`config.mk`:
```
export PLATFORM = sky130hd
export DESIGN_NAME = sort_engine
export DESIGN_NICKNAME = d
export VERILOG_FILES = /design/src/rtl/sort_engine.sv
export SDC_FILE = /design/constraint.sdc
export NUM_CORES = 1
export LEC_CHECK = 0
export CORE_MARGIN = 5
export CORE_UTILIZATION = 55
export CTS_CLUSTER_SIZE = 8
export DETAILED_ROUTE_END_ITERATION = 10
export PLACE_DENSITY_LB_ADDON = 0.2
export SYNTH_ARGS = -nofsm -noshare
export SYNTH_HDL_FRONTEND = slang
export SYNTH_SLANG_ARGS = --single-unit
export TNS_END_PERCENT = 30
```
`constraint.sdc`:
```
create_clock -name clk -period 2.8 [get_ports clk]
set_input_delay 0.56 -clock clk [delete_from_list [all_inputs] [get_ports clk]]
set_output_delay 0.56 -clock clk [all_outputs]
set_load 0.1 [all_outputs]
```
`src/rtl/sort_engine.sv`:
```
// sort_engine: streaming odd-even transposition sorter.
// Loads up to DEPTH words, sorts them in place (ascending or descending per
// job), then drains them over a valid/ready output stream.
// Optional macro SORT_EARLY_EXIT_EN: end the sort after two consecutive
// passes without a swap instead of always running DEPTH passes.
module sort_engine #(
    parameter int unsigned DATA_W = 8,
    parameter int unsigned DEPTH  = 8,
    parameter int unsigned CNT_W  = $clog2(DEPTH + 1)
) (
    input  logic              clk,
    input  logic              rst_n,
    input  logic              in_valid_i,
    output logic              in_ready_o,
    input  logic [DATA_W-1:0] in_data_i,
    input  logic              in_last_i,
    input  logic              mode_i,
    output logic              out_valid_o,
    input  logic              out_ready_i,
    output logic [DATA_W-1:0] out_data_o,
    output logic              out_last_o,
    output logic              busy_o,
    output logic              done_o
);

    typedef enum logic [1:0] {
        S_IDLE  = 2'd0,
        S_LOAD  = 2'd1,
        S_SORT  = 2'd2,
        S_DRAIN = 2'd3
    } state_e;

    state_e state_q, state_d;

    logic [DATA_W-1:0] slot_q [DEPTH];
    logic [DATA_W-1:0] slot_d [DEPTH];
    logic [DATA_W-1:0] sorted_c [DEPTH];
    logic [CNT_W-1:0]  count_q, count_d;
    logic [CNT_W-1:0]  n_q, n_d;
    logic [CNT_W-1:0]  pass_q, pass_d;
    logic [CNT_W-1:0]  idx_q, idx_d;
    logic              mode_q, mode_d;
    logic              in_ready_q, in_ready_d;
    logic              out_valid_q, out_valid_d;
    logic [DATA_W-1:0] out_data_q, out_data_d;
    logic              out_last_q, out_last_d;
    logic              busy_q, busy_d;
    logic              done_q, done_d;

    logic              in_xfer_c;
    logic              out_xfer_c;
    logic              load_end_c;
    logic              sort_end_c;
    logic [CNT_W-1:0]  wr_idx_c;
    logic [CNT_W-1:0]  wr_cnt_c;
    logic [CNT_W-1:0]  rd_idx_c;
    logic [DATA_W-1:0] rd_data_c;
`ifdef SORT_EARLY_EXIT_EN
    logic              any_swap_c;
    logic              quiet_q, quiet_d;
`endif

    assign in_ready_o  = in_ready_q;
    assign out_valid_o = out_valid_q;
    assign out_data_o  = out_data_q;
    assign out_last_o  = out_last_q;
    assign busy_o      = busy_q;
    assign done_o      = done_q;

    assign in_xfer_c  = in_valid_i & in_ready_q;
    assign out_xfer_c = out_valid_q & out_ready_i;
    assign wr_idx_c   = (state_q == S_IDLE) ? '0 : count_q;
    assign wr_cnt_c   = wr_idx_c + CNT_W'(1);
    assign load_end_c = in_last_i | (wr_cnt_c == CNT_W'(DEPTH));
    assign rd_idx_c   = out_valid_q ? (idx_q + CNT_W'(1)) : idx_q;

    // One compare-exchange pass over the pairs selected by the pass parity
    always_comb begin
        sorted_c = slot_q;
`ifdef SORT_EARLY_EXIT_EN
        any_swap_c = 1'b0;
`endif
        for (int unsigned i = 0; i < DEPTH - 1; i++) begin
            if (1'(i) == pass_q[0]) begin
                if (mode_q ? (slot_q[i] < slot_q[i+1]) : (slot_q[i] > slot_q[i+1])) begin
                    sorted_c[i]   = slot_q[i+1];
                    sorted_c[i+1] = slot_q[i];
`ifdef SORT_EARLY_EXIT_EN
                    any_swap_c = 1'b1;
`endif
                end
            end
        end
    end

    // Sort termination: fixed pass count, optionally cut short when settled
    always_comb begin
`ifdef SORT_EARLY_EXIT_EN
        sort_end_c = (pass_q == CNT_W'(DEPTH - 1)) | (quiet_q & ~any_swap_c);
`else
        sort_end_c = (pass_q == CNT_W'(DEPTH - 1));
`endif
    end

    // Read mux for the drain side
    always_comb begin
        rd_data_c = '0;
        for (int unsigned i = 0; i < DEPTH; i++) begin
            if (CNT_W'(i) == rd_idx_c) begin
                rd_data_c = slot_q[i];
            end
        end
    end

    // State register
    always_ff @(posedge clk or negedge rst_n) begin
        if (!rst_n) begin
            state_q <= S_IDLE;
        end else begin
            state_q <= state_d;
        end
    end

    // Next-state logic
    always_comb begin
        state_d = state_q;
        case (state_q)
            S_IDLE: begin
                if (in_xfer_c) begin
                    state_d = in_last_i ? S_SORT : S_LOAD;
                end
            end
            S_LOAD: begin
                if (in_xfer_c && load_end_c) begin
                    state_d = S_SORT;
                end
            end
            S_SORT: begin
                if (sort_end_c) begin
                    state_d = S_DRAIN;
                end
            end
            S_DRAIN: begin
                if (out_xfer_c && out_last_q) begin
                    state_d = S_IDLE;
                end
            end
            default: state_d = S_IDLE;
        endcase
    end

    // Datapath and registered-output next values
    always_comb begin
        slot_d      = slot_q;
        count_d     = count_q;
        n_d         = n_q;
        pass_d      = pass_q;
        idx_d       = idx_q;
        mode_d      = mode_q;
        out_valid_d = out_valid_q;
        out_data_d  = out_data_q;
        out_last_d  = out_last_q;
        done_d      = 1'b0;
`ifdef SORT_EARLY_EXIT_EN
        quiet_d     = quiet_q;
`endif
        busy_d      = (state_d != S_IDLE);
        in_ready_d  = (state_d == S_IDLE) || (state_d == S_LOAD);

        case (state_q)
            S_IDLE, S_LOAD: begin
                if (in_xfer_c) begin
                    if (state_q == S_IDLE) begin
                        mode_d = mode_i;
                    end
                    for (int unsigned i = 0; i < DEPTH; i++) begin
                        if (CNT_W'(i) == wr_idx_c) begin
                            slot_d[i] = in_data_i;
                        end
                    end
                    count_d = wr_cnt_c;
                    if (load_end_c) begin
                        n_d    = wr_cnt_c;
                        pass_d = '0;
                        idx_d  = '0;
`ifdef SORT_EARLY_EXIT_EN
                        quiet_d = 1'b0;
`endif
                        // Sentinels sink to the tail for the chosen direction
                        for (int unsigned i = 0; i < DEPTH; i++) begin
                            if (CNT_W'(i) >= wr_cnt_c) begin
                                slot_d[i] = mode_d ? '0 : '1;
                            end
                        end
                    end
                end
            end
            S_SORT: begin
                slot_d = sorted_c;
                pass_d = pass_q + CNT_W'(1);
`ifdef SORT_EARLY_EXIT_EN
                quiet_d = ~any_swap_c;
`endif
                if (sort_end_c) begin
                    idx_d = '0;
                end
            end
            S_DRAIN: begin
                if (!out_valid_q) begin
                    out_valid_d = 1'b1;
                    out_data_d  = rd_data_c;
                    out_last_d  = (rd_idx_c == n_q - CNT_W'(1));
                end else if (out_ready_i) begin
                    if (out_last_q) begin
                        out_valid_d = 1'b0;
                        out_last_d  = 1'b0;
                        idx_d       = '0;
                        done_d      = 1'b1;
                    end else begin
                        idx_d      = rd_idx_c;
                        out_data_d = rd_data_c;
                        out_last_d = (rd_idx_c == n_q - CNT_W'(1));
                    end
                end
            end
            default: ;
        endcase
    end

    // Datapath and output registers
    always_ff @(posedge clk or negedge rst_n) begin
        if (!rst_n) begin
            for (int unsigned i = 0; i < DEPTH; i++) begin
                slot_q[i] <= '0;
            end
            count_q     <= '0;
            n_q         <= '0;
            pass_q      <= '0;
            idx_q       <= '0;
            mode_q      <= 1'b0;
            in_ready_q  <= 1'b0;
            out_valid_q <= 1'b0;
            out_data_q  <= '0;
            out_last_q  <= 1'b0;
            busy_q      <= 1'b0;
            done_q      <= 1'b0;
`ifdef SORT_EARLY_EXIT_EN
            quiet_q     <= 1'b0;
`endif
        end else begin
            slot_q      <= slot_d;
            count_q     <= count_d;
            n_q         <= n_d;
            pass_q      <= pass_d;
            idx_q       <= idx_d;
            mode_q      <= mode_d;
            in_ready_q  <= in_ready_d;
            out_valid_q <= out_valid_d;
            out_data_q  <= out_data_d;
            out_last_q  <= out_last_d;
            busy_q      <= busy_d;
            done_q      <= done_d;
`ifdef SORT_EARLY_EXIT_EN
            quiet_q     <= quiet_d;
`endif
        end
    end

endmodule

```
==> impl_metrics.ini, run 1 <==
[synthesis]
synth_area_leaders = dfrtp_1 30%, ha_1 9.6%, nand2_1 4.0%, mux2i_1 3.6%, inv_1 3.4%
ys_ff_latch = 96
ys_seq_area_frac = 0.298
synth-edff-count = 0
ys.warnings.count = 0
yosysTopAreaCellShare = 0.298
synth_area_leader_cell = dfrtp_1
synthArstFlopShare = 1.00
synth_ff_type = dfrtp_1
syn_nets = 1012
synth.avg_cell_area_um2 = 8.62
syn_inst = 936
syn_area_um2 = 8070
synth_cell_types = 70

[cts]
cts_root_buffer = clkbuf_16
worstSkewPairLatency_ns = 0.37
path_clk_slew_ns = 0.07
cts_tree = built
ctsLongestPathBuffers = 2
cts_made_buffers = 9
htreeDepth = 3
clock_sinks = 96

[placed_design]
gp_congestion = 1.01
dpl.cell_count = 1199
dp_hpwl_um = 22100
io_buffers = 26

[route]
wl_per_cell_um = 24.0
drt_first_pass_iters = 5
postRouteAntennaNets = 0
num_vias = 8498
drc_errors = 0
dr.first_iter.drc_count = 939
avgViaCountPerCell = 6.98
wl_um = 29200

[power_and_ir_drop]
power_density_nw_per_um2 = 1470
ir_drop_mv = 0.820
p_leak_nw = 4.23

[floorplan]
row_count = 44
fp.dieH_um = 131
ios = 27
fp.dieW_um = 131
core_area_um2 = 14500
fp.dieArea_um2 = 17200
start_util = 0.557

[timing]
tightest_slew_ns = 0.722
fin_skew_ns = 0.00729
fin_setup_tns_ns = 0
rsz0062_at_grt = no
min_period_ns = 2.69
setup_viol = 0
drv_slew = 0
max_slew_margin = 0.517
fin_crit_sh = 0.961
hold_ws_ns = 0.128
fmax_ghz = 0.372
hold_viol_final = 0

[finish]
layout_commonest_cell = buf_4
layout_common_cells = 121 x buf_4, 96 x dfrtp_1, 82 x nand2_1
fin_cells = 1218
fillers = 1272
regArea_um2 = 2400
multiInputGateArea_um2 = 5250
final_nets = 1106
areaGrowthSynthToFinish_pct = 18.0
drive_above_1_share = 0.189
antenna_cells = 0

[global_routing]
grt_first_pass_wirelength_um = 46000
grt_overflow = 0
grt_max_degree = 68
antenna_found_initial = 0
grt_pass1_vias = 7956
grt_usage = 0.334

[setup_path]
end_kind = flop
critPathArrivalTime_ns = 2.94
cpMaxStageDelayCell = or3b_4
path_cells = or2_1 > nand2_1 > inv_1 > ha_2 > xnor2_2 > a221oi_2 > buf_4 > a21oi_1 > o21ai_1 > or3b_4 > a221o_1
r2r_slack_ns = 0.11
crit_required_ns = 3.05
max_stage_delay_ns = 0.45
path_max_fanout = 7
critical_path_class = flop to flop
crit_path_start_kind = flop

[run]
maxCapViolCount = 0

[worst_hold_path]
hold_class = primary input to asynchronous set/reset pin

[outcome]
status = finished clean
## critical path: cells and delay by family, from the launching register on
kind | cells | cell delay, ns
AND/OR/NAND/NOR | 3 | 0.80
XOR/XNOR | 1 | 0.15
AO/OA/AOI/OAI | 4 | 0.77
adder cells (fa/ha/maj) | 1 | 0.21
flip-flops | 1 | 0.40
buffers and inverters | 2 | 0.24
## state kept, by name (all words and copies together), names as in the netlist
name,flops
slot_q,64
out_data_o,8
count_q,4
idx_q,4
n_q,4
pass_q,4
state_q,2
busy_o,1
done_o,1
in_ready_o,1
mode_q,1
out_last_o,1
out_valid_o,1
## path summary, 6_finish.rpt
check | start | end | cells after the start
worst min register to register | out_data_o[1] | out_data_o[1] | 2
min in group clk | out_data_o[1] | out_data_o[1] | 2
worst min-delay path | rst_n | out_valid_o | 1
worst max-delay path | state_q[1] | slot_q[16] | 11
max in group asynchronous | rst_n | slot_q[6] | 2
worst max register to register | state_q[1] | slot_q[16] | 11
## through the flow
step	setup slack [ns]	total power [mW]	util	instance area, um^2
after floorplan	0.0183	8.87	-	8070
after detailed placement	0.0593	12.2	0.629	9100
after global placement	0.131	12.0	0.629	9100
final	0.109	14.0	0.658	9520
after global routing	0.00307	14.9	0.658	9520
after CTS	0.0170	13.6	0.651	9430
## per-layer routing
layer  track usage  vias to the layer above  wire [um]
li1              -                     3829          -
met1         0.468                     4049      11900
met2         0.512                      524      12900
met3        0.0524                       96       2990
met4         0.148                        0       1300
met5             0                        -          0
## what timing repair did
action                     in CTS  in global routing
hold buffers                    0                  0
setup endpoints to repair       0                 44
gates resized for setup         0                 14
buffers inserted                0                  4
## area by class of cell
class | instances | area share
clock buffer | 10 | 0.0251
clock inverter | 5 | 0.00854
inverter | 73 | 0.0288
multi-input combinational | 716 | 0.551
sequential | 96 | 0.252
tap | 184 | 0.0242
timing repair buffer | 134 | 0.110
## cell usage after synthesis (14+ instances only)
cell	number
dfrtp_1	96
nand2_1	85
inv_1	72
ha_1	62
o21ai_0	54
a21oi_1	52
nor2_1	48
a22oi_1	32
a211oi_1	30
mux2i_1	29
o221ai_1	29
clkbuf_1	28
o211ai_1	19
nand4_1	18
o221a_2	18
nand3_1	16
o22ai_1	15
a221o_1	14
nor2b_1	14
## logic make-up (layout without fill, tap and decap cells)
group	Yosys count	count (layout)	synth area share
AOI/OAI and AO/OA	369	369	0.339
and+or+nand+nor	226	226	0.133
buffers and inverters	124	222	0.0600
DFF	96	96	0.298
adders and majority gates	62	62	0.0962
muxes	41	41	0.0527
xor gates and xnor gates	18	18	0.0205
## power by group
group	total [mW]	switching (mW)	internal, mW
clock	1.39	0.586	0.803
combinational	9.82	5.91	3.90
sequential	2.78	0.782	2.00
No activity file was read; power rests on OpenSTA's default activity.
==> run 2, diff against run 1 <==
RECOVER_POWER = 50   (was default)
==> run 2 against run 1 <==
  * The run now ends with capacitance limit, slew limit left
  * Count of clock-buffer cells in the layout stayed put
  * Flip-flop and latch count unchanged
  * Final area shrank 0.24%
  * Critical path type unchanged
  * Highest routed layer unchanged
==> impl_metrics.ini, run 2 (synthesis gave the netlist of run 1 again) <==
[worst_hold_path]
hold_class = flop to flop

[power_and_ir_drop]
power_frac_seq = 0.199
p_switching_mw = 7.30
p_leak_nw = 4.21
p_int_mw = 6.69
comb_power_share = 0.701
power_density_nw_per_um2 = 1470
switching_share = 0.522
p_total_mw = 14.0
p_clk_frac = 0.099
ir_drop_mv = 0.829

[global_routing]
grt_first_pass_wirelength_um = 46000
grt_pass1_vias = 7956
grt_overflow = 0
antenna_found_initial = 0
grt_max_degree = 68
grt_usage = 0.334

[setup_path]
critical_path_class = flop to flop
crit_required_ns = 3.05
path_max_fanout = 7
crit_path_start_kind = flop
critPathArrivalTime_ns = 2.94
end_kind = flop

[timing]
drv_slew = 30
fin_crit_sh = 0.962
rsz0062_at_grt = no
fmax_ghz = 0.371
fin_setup_tns_ns = 0
tightest_slew_ns = 1.76
max_slew_margin = -0.171
setup_viol = 0
setup_ws_ns = 0.106
min_period_ns = 2.69
hold_viol_final = 0
fin_skew_ns = 0.00703

[floorplan]
fp.dieArea_um2 = 17200
fp.dieH_um = 131
start_util = 0.557
fp.dieW_um = 131
core_area_um2 = 14500
row_count = 44
ios = 27

[finish]
fin_cells = 1218
layout_commonest_cell = buf_4
regMostFlops = slot_q
drive_above_1_share = 0.183
final_nets = 1106
layout_common_cells = 115 x buf_4, 96 x dfrtp_1, 82 x nand2_1
largest_reg_flops = 64
fillers = 1273
areaGrowthSynthToFinish_pct = 17.7
antenna_cells = 0

[cts]
ctsLongestPathBuffers = 2
cts_root_buffer = clkbuf_16
path_clk_slew_ns = 0.07
clock_sinks = 96
cts_made_buffers = 9
cts_tree = built
cts_hold_buffers = 0
worstSkewPairLatency_ns = 0.37
htreeDepth = 3

[route]
num_vias = 8542
drc_errors = 0
drt_first_pass_iters = 6
wl_per_cell_um = 24.0
wl_um = 29300
dr.first_iter.drc_count = 1057
postRouteAntennaNets = 0
avgViaCountPerCell = 7.01

[placed_design]
gp_congestion = 1.01
io_buffers = 26
post-place-ws_ns = 0.0593
dpl.cell_count = 1199
dp_hpwl_um = 22100

[outcome]
violations = capacitance limit, slew limit
status = finished with violations

[run]
maxCapViolCount = 1
[run 2: repair_timing]
item                       CTS  global route
gates resized for setup      0            14
setup endpoints to repair    0            44
setup buffers                0             4
[run 2: power groups by stage]
stage	logic, mW	registers, mW	clock network (mW)
floorplan	5.76	3.11	0
global placement	9.27	2.76	0
detailed placement	9.40	2.77	0
CTS	9.44	2.74	1.39
global route	10.6	2.85	1.44
finish	9.81	2.79	1.39
[run 2: cell type report]
cell class,instances,area [um^2],share of cell area
flip-flops and latches,96,2400,0.253
multi-input cells,716,5250,0.552
repair buffers,134,1030,0.108
clock inverters,5,81.3,0.00856
well taps,184,230,0.0242
inverters,73,274,0.0288
clock buffers,10,239,0.0252
[run 2: path summary, 6_finish.rpt]
check / from / end / slack [ns] / depth (start not counted)
worst max-delay path: state_q[1] / slot_q[16] / 0.11 / 11
worst min-delay path: out_data_o[1] / out_data_o[1] / 0.48 / 2
worst max register to register: state_q[1] / slot_q[16] / 0.11 / 11
worst min register to register: out_data_o[1] / out_data_o[1] / 0.48 / 2
max in group asynchronous: rst_n / slot_q[58] / 0.99 / 2
min in group asynchronous: rst_n / out_valid_o / 0.65 / 1
[run 2: worst max-delay path: stages, from the launching register on]
cell and delay (ns):
dfrtp_1 0.40, or2_1 0.26, nand2_1 0.09, inv_1 0.07, ha_2 0.21, xnor2_2 0.16
a221oi_2 0.24, buf_4 0.17, a21oi_1 0.06, o21ai_1 0.16, or3b_4 0.45, a221o_1 0.31
[run 2: stage by stage]
step	cell area [um^2]	util	hold WS, ns
finish	9500	0.656	0.477
global route	9500	0.656	0.505
CTS	9430	0.651	0.140
detailed placement	9100	0.629	0.471
global placement	9100	0.629	0.462
floorplan	8070	-	0.264
[run 2: per-layer routing]
layer	share of wire	vias up	GRT usage
met5	0	-	0
met4	0.049	0	0.148
met3	0.10	120	0.0524
met2	0.44	548	0.512
met1	0.41	4053	0.468
li1	-	3821	-
==> run 3, diff against run 2 <==
SLEW_MARGIN = 20   (was default)
==> results of run 3 <==
The final DEF is identical to that of run 2; final timing and power are the same.
